`src/rtl/mem_byte_sequencer_pkg.sv`:
```
// Shared definitions for the byte-serial load/store sequencer: opcodes,
// access-size encoding, FSM states and opcode classification helpers.
package mips_mem_pkg;

    localparam logic [5:0] OP_LB  = 6'b100000;
    localparam logic [5:0] OP_LH  = 6'b100001;
    localparam logic [5:0] OP_LW  = 6'b100011;
    localparam logic [5:0] OP_LBU = 6'b100100;
    localparam logic [5:0] OP_LHU = 6'b100101;
    localparam logic [5:0] OP_SB  = 6'b101000;
    localparam logic [5:0] OP_SH  = 6'b101001;
    localparam logic [5:0] OP_SW  = 6'b101011;

    // Encoded as (bytes - 1) so the value doubles as the last byte index.
    typedef enum logic [1:0] {
        SZ_B = 2'd0,
        SZ_H = 2'd1,
        SZ_W = 2'd3
    } size_e;

    typedef enum logic [1:0] {
        ST_IDLE,
        ST_ACCESS,
        ST_RDLAST,
        ST_DONE
    } state_e;

    function automatic logic is_load(input logic [5:0] op);
        return (op == OP_LB) || (op == OP_LH) || (op == OP_LW) ||
               (op == OP_LBU) || (op == OP_LHU);
    endfunction

    function automatic logic is_store(input logic [5:0] op);
        return (op == OP_SB) || (op == OP_SH) || (op == OP_SW);
    endfunction

    function automatic logic is_legal(input logic [5:0] op);
        return is_load(op) || is_store(op);
    endfunction

    function automatic logic is_unsigned(input logic [5:0] op);
        return (op == OP_LBU) || (op == OP_LHU);
    endfunction

    function automatic size_e op_size(input logic [5:0] op);
        case (op)
            OP_LB, OP_LBU, OP_SB: return SZ_B;
            OP_LH, OP_LHU, OP_SH: return SZ_H;
            default:              return SZ_W;
        endcase
    endfunction

endpackage

```
`src/rtl/mem_byte_sequencer_ld_extend.sv`:
```
// Sign/zero extension of an assembled big-endian load value. The bytes of
// the access sit right-justified in 'assembled'.
module ld_extend
    import mips_mem_pkg::*;
(
    input  size_e       size,
    input  logic        is_uns,
    input  logic [31:0] assembled,
    output logic [31:0] result
);

    // Extend from bit 7 or 15 depending on access size; words pass through.
    always_comb begin
        result = assembled;
        case (size)
            SZ_B: result = is_uns ? {24'd0, assembled[7:0]}
                                  : {{24{assembled[7]}}, assembled[7:0]};
            SZ_H: result = is_uns ? {16'd0, assembled[15:0]}
                                  : {{16{assembled[15]}}, assembled[15:0]};
            default: result = assembled;
        endcase
    end

endmodule

```
`src/rtl/mem_byte_sequencer.sv`:
```
// Load/store sequencer in front of a byte-wide data memory. Accepts one
// MEM-stage request, performs alignment/range checks, then issues one byte
// access per cycle, most significant byte at the lowest address.
module mem_byte_sequencer
    import mips_mem_pkg::*;
#(
    parameter int ADDR_W = 8
)
(
    input  logic              clk,
    input  logic              rst_n,
    input  logic              req_valid,
    output logic              req_ready,
    input  logic [5:0]        opcode,
    input  logic [31:0]       addr,
    input  logic [31:0]       wdata,
    output logic              busy,
    output logic              done,
    output logic              fault,
    output logic [31:0]       load_data,
    output logic [ADDR_W-1:0] mem_addr,
    output logic              mem_we,
    output logic              mem_re,
    output logic [7:0]        mem_wdata,
    input  logic [7:0]        mem_rdata
);

    state_e              state;
    state_e              next_state;
    logic [5:0]          op_q;
    logic [ADDR_W-1:0]   base_q;
    logic [31:0]         wdata_q;
    logic [1:0]          idx_q;
    logic                fault_q;
    logic [23:0]         shift_q;

    logic                accept;
    logic                bad_access;
    size_e               req_size;
    size_e               size_q;
    logic                load_q;
    logic [1:0]          byte_sel;
    logic [31:0]         assembled;
    logic [31:0]         extended;

    assign req_size   = op_size(opcode);
    assign accept     = (state == ST_IDLE) && req_valid && is_legal(opcode);
    assign bad_access = ((req_size == SZ_H) && addr[0]) ||
                        ((req_size == SZ_W) && (addr[1:0] != 2'b00)) ||
                        (addr[31:ADDR_W] != '0);

    assign size_q   = op_size(op_q);
    assign load_q   = is_load(op_q);
    // Stores go out MSB first: byte i comes from position (N-1-i) of wdata.
    assign byte_sel = size_q - idx_q;
    // The final byte is still on mem_rdata when the load result is formed.
    assign assembled = {shift_q, mem_rdata};

    ld_extend u_ld_extend (
        .size      (size_q),
        .is_uns    (is_unsigned(op_q)),
        .assembled (assembled),
        .result    (extended)
    );

    // FSM state register.
    always_ff @(posedge clk or negedge rst_n) begin
        if (!rst_n) begin
            state <= ST_IDLE;
        end else begin
            state <= next_state;
        end
    end

    // Control state: byte index, fault flag and the visible load result.
    always_ff @(posedge clk or negedge rst_n) begin
        if (!rst_n) begin
            idx_q     <= 2'd0;
            fault_q   <= 1'b0;
            load_data <= 32'd0;
        end else begin
            if (accept) begin
                idx_q   <= 2'd0;
                fault_q <= bad_access;
            end else if (state == ST_ACCESS) begin
                idx_q <= idx_q + 2'd1;
            end
            if (state == ST_RDLAST) begin
                load_data <= extended;
            end
        end
    end

    // Request latches and load byte shift register; no reset needed.
    always_ff @(posedge clk) begin
        if (accept) begin
            op_q    <= opcode;
            base_q  <= addr[ADDR_W-1:0];
            wdata_q <= wdata;
        end
        if (load_q && (((state == ST_ACCESS) && (idx_q != 2'd0)) ||
                       (state == ST_RDLAST))) begin
            shift_q <= {shift_q[15:0], mem_rdata};
        end
    end

    // Next-state selection and Moore outputs.
    always_comb begin
        next_state = state;
        req_ready  = 1'b0;
        busy       = 1'b1;
        done       = 1'b0;
        fault      = 1'b0;
        mem_we     = 1'b0;
        mem_re     = 1'b0;
        mem_addr   = '0;
        mem_wdata  = 8'd0;
        case (state)
            ST_IDLE: begin
                req_ready = 1'b1;
                busy      = 1'b0;
                if (accept) begin
                    next_state = bad_access ? ST_DONE : ST_ACCESS;
                end
            end
            ST_ACCESS: begin
                mem_addr = base_q + ADDR_W'(idx_q);
                if (load_q) begin
                    mem_re = 1'b1;
                end else begin
                    mem_we    = 1'b1;
                    mem_wdata = wdata_q[{byte_sel, 3'b000} +: 8];
                end
                if (idx_q == size_q) begin
                    next_state = load_q ? ST_RDLAST : ST_DONE;
                end
            end
            ST_RDLAST: begin
                next_state = ST_DONE;
            end
            ST_DONE: begin
                done       = 1'b1;
                fault      = fault_q;
                next_state = ST_IDLE;
            end
            default: begin
                next_state = ST_IDLE;
            end
        endcase
    end

endmodule

```
`config.mk`:
```
export PLATFORM = sky130hd
export DESIGN_NAME = mem_byte_sequencer
export DESIGN_NICKNAME = d
export VERILOG_FILES = /design/src/rtl/mem_byte_sequencer_pkg.sv /design/src/rtl/mem_byte_sequencer_ld_extend.sv /design/src/rtl/mem_byte_sequencer.sv
export SDC_FILE = /design/constraint.sdc
export NUM_CORES = 1
export LEC_CHECK = 0
export CELL_PAD_IN_SITES_DETAIL_PLACEMENT = 0
export CELL_PAD_IN_SITES_GLOBAL_PLACEMENT = 1
export CORE_MARGIN = 4
export CORE_UTILIZATION = 37
export DETAILED_ROUTE_END_ITERATION = 10
export PLACE_DENSITY = 0.77
export SETUP_SLACK_MARGIN = 0.5
export SLEW_MARGIN = 20
export SYNTH_ARGS = -nofsm -noshare
export SYNTH_HDL_FRONTEND = slang
export SYNTH_SLANG_ARGS = --single-unit
```
`constraint.sdc`:
```
create_clock -name clk -period 4.4 [get_ports clk]
set_input_delay 0.66 -clock clk [delete_from_list [all_inputs] [get_ports clk]]
set_output_delay 0.66 -clock clk [all_outputs]
set_load 0.03 [all_outputs]
```
==> flow_summary.toml <==
[detailed_routing]
met3_length_um = 582
drt_iter0_drc = 157
post_drt_via_cell_ratio = 4.91
via_count = 2880
firstDrtPassIters = 4
topRoutingLayerUsed = "met4"
detail-route-antenna-nets = 0
wire_per_inst_um = 17.1
wirelength_um = 10000
drc = 0
met2_length_um = 5130
met1_length_um = 4250

[sta]
period_share_pct = 84.8
max_freq_ghz = 0.268
worst_pin_slew_ps = 865
slew_violations = 0
min_period_ps = 3730
hold_slack_ps = 415
finalClockSkew_ps = 9.01
finalSetupViolations = 0
rsz0062_at_grt = "false"
setup_slack_ps = 668
hold_violations = 0
max_slew_margin_pct = 42.2
fin_setup_tns_ps = 0

[synthesis]
ys.flop_type = "edfxtp_1"
ys.warnings.count = 0
yosysTopAreaCellShare_pct = 48.1
netlist_instances = 302
synth_area_leaders = "edfxtp_1, dfrtp_1, mux4_1, a21oi_1, nor2_1"
synthArstFlopShare_pct = 34.6
ys_seq_elements = 107
synth_cell_types = 42
netlist_area_mm2 = 0.00437
synth_area_leader_cell = "edfxtp_1"
syn-num-nets = 392
synth-edff-count = 70
synth_area_per_cell_um2 = 14.5
ys_seq_area_share_pct = 69.3

[placed_design]
gp_congestion = 0.753
placed_cell_area_mm2 = 0.00586
port_buffers = 134
preCtsSetupSlack_ps = 612
hpwl_um = 7440

[critical_path]
critPathArrivalTime_ps = 3070
cp_slowest_cell = "or3b_4"
critical_path.max_fanout = 26
slowest_delay_ps = 440
cp-end-kind = "output pin"
required_ps = 3740
startpoint_type = "register"
cp_cell_sequence = "or3b_4 > nand2b_4 > nor2_1 > ha_4 > xnor3_2 > mux4_1 > and2_1 > dlygate4sd2_1"
path_class = "register to output pin"

[global_route]
antenna_found_initial = 0
grt_usage_pct = 14.8
first_global_vias = 3032
grt_max_degree = 38
grt_pass1_wl_um = 15400
grt.overflow.total = 0

[cts]
cts_sinks = 107
post_cts_buffers = 0
cts_root_buf = "clkbuf_16"
h-tree-depth = 3
cts_tree = "done"
numCtsBuffers = 9
cts_max_path_buffers = 2
clk_pin_slew_ps = 70
insertion_delay_ps = 340

[power_and_ir_drop]
p_clk_share_pct = 20.6
ir_worst_vdd_v = 0.000360
p_int_w = 0.00241
power_density_mw_per_mm2 = 620
seq_power_share_pct = 36.6
p_sw_w = 0.00141
swShare_pct = 36.9
p_leak_nw = 2.34
combPwrFrac_pct = 42.8

[floorplan]
die_x_um = 117
core-area_mm2 = 0.0115
dieArea_mm2 = 0.0136
row_count = 39
dieHeight_um = 117
io_pins = 135
start_util_pct = 38.1

[outcome]
outcome = "complete, no violations"

[hold_path]
min_path_type = "input port to async pin"

[finish]
layout-drive-gt1-share_pct = 7.67
insertedDiodeCount = 0
nFillCells = 960
syn_to_final_growth_pct = 41.1
final_nets = 528
stdcell_area_mm2 = 0.00616

[flow_run]
drv_cap = 0
==> kinds of logic (layout without fill, tap and decap cells) <==
kind of cell             Yosys count  count (layout)  share of synthesized area (%)
XOR/XNOR                           7               7                           1.75
AND/OR/NAND/NOR                   89              89                           9.74
AO/OA/AOI/OAI                     50              50                           6.87
multiplexers                      19              19                           7.59
buffers and inverters             21             162                           1.98
adder cells (fa/ha/maj)            9               9                           2.75
flip-flops                       107             107                           69.3
==> cell type report <==
| type | instances | area [um2] | share of cell area, % |
|---|---|---|---|
| Multi-Input combinational cell | 174 | 1280 | 20.8 |
| Sequential cell | 107 | 3030 | 49.1 |
| Timing Repair Buffer | 136 | 1350 | 21.8 |
| Tap cell | 143 | 179 | 2.90 |
| Clock buffer | 11 | 254 | 4.12 |
| Clock inverter | 5 | 40.0 | 0.649 |
| Inverter | 10 | 37.5 | 0.609 |
==> routing by layer <==
| metal | GRT usage, % | up-vias |
|---|---|---|
| met3 | 4.20 | 6 |
| met5 | 0 | - |
| met4 | 3.67 | 0 |
| li1 | - | 1381 |
| met2 | 25.4 | 82 |
| met1 | 18.7 | 1411 |
==> power groups by stage <==
stage	combinational, W	sequential (W)	clock (W)
floorplan	0.000706	0.00168	0
global placement	0.00164	0.00141	0
detailed placement	0.00166	0.00142	0
CTS	0.00166	0.00140	0.000805
global route	0.00176	0.00142	0.000852
finish	0.00164	0.00140	0.000789
==> Yosys cell counts (all sizes together) (2+ instances only) <==
cell type and count:
a2111o 2, a21boi 2, a21oi 27, and2 11, buf 2, clkbuf 9
dfrtp 37, edfxtp 70, ha 8, inv 10, mux2 9, mux2i 2
mux4 8, nand2 21, nand2b 2, nand3 4, nor2 36, nor2b 2
nor4 6, o211ai 2, o21ai 9, xnor2 3, xor2 3
==> layout by cell type, fill, tap and decap left out, drive strengths merged, types with 2 or more instances in the layout <==
master / synthesis / final
a21boi: 2 / 2
clkdlybuf4s50: 0 / 125
clkbuf: 9 / 11
mux2: 9 / 9
nor4: 6 / 6
ha: 8 / 8
a2111o: 2 / 2
mux4: 8 / 8
mux2i: 2 / 2
buf: 2 / 3
a21oi: 27 / 27
inv: 10 / 14
nand3: 4 / 4
xor2: 3 / 3
nand2b: 2 / 2
edfxtp: 70 / 70
o211ai: 2 / 2
dfrtp: 37 / 37
nor2b: 2 / 2
and2: 11 / 11
dlygate4sd2: 0 / 7
o21ai: 9 / 9
xnor2: 3 / 3
nor2: 36 / 36
nand2: 21 / 21
==> stage by stage <==
step / instances / utilization (%) / total power (W)
final: 586 / 53.8 / 0.00382
after global routing: 586 / 53.8 / 0.00403
after CTS: 586 / 53.7 / 0.00386
after detailed placement: 570 / 51.1 / 0.00308
after global placement: 570 / 51.1 / 0.00305
after floorplan: 302 / - / 0.00239
==> flip-flops by register name, summed over array words and instances, names as in the netlist <==
signal / flops
load_data: 32
wdata_q: 32
shift_q: 24
base_q: 8
op_q: 6
idx_q: 2
state: 2
fault_q: 1
==> worst max-delay path: cells and delay by family, from the launching register on <==
kind | cells | cell delay [ps]
multiplexers | 1 | 250
AND/OR/NAND/NOR | 4 | 1120
buffers and inverters | 1 | 350
XOR/XNOR | 1 | 430
flip-flops | 1 | 410
adder cells (fa/ha/maj) | 1 | 160
==> worst paths after layout <==
| check | end | slack, ps | depth (start not counted) | startpoint |
|---|---|---|---|---|
| min in group clk | shift_q[20] | 450 | 0 | shift_q[12] |
| worst min-delay path | load_data[27] | 420 | 1 | rst_n |
| worst max-delay path | mem_wdata[2] | 670 | 8 | op_q[4] |
| worst min register to register | shift_q[20] | 450 | 0 | shift_q[12] |
| max in group asynchronous | load_data[23] | 3440 | 1 | rst_n |
| worst max register to register | state[1] | 1790 | 8 | op_q[4] |
==> repair_timing <==
item	CTS	global route
pin swaps	0	0
hold buffers	0	0
resized for setup	9	1
setup endpoints to repair	8	1
Power figures use the tool's default switching activity.
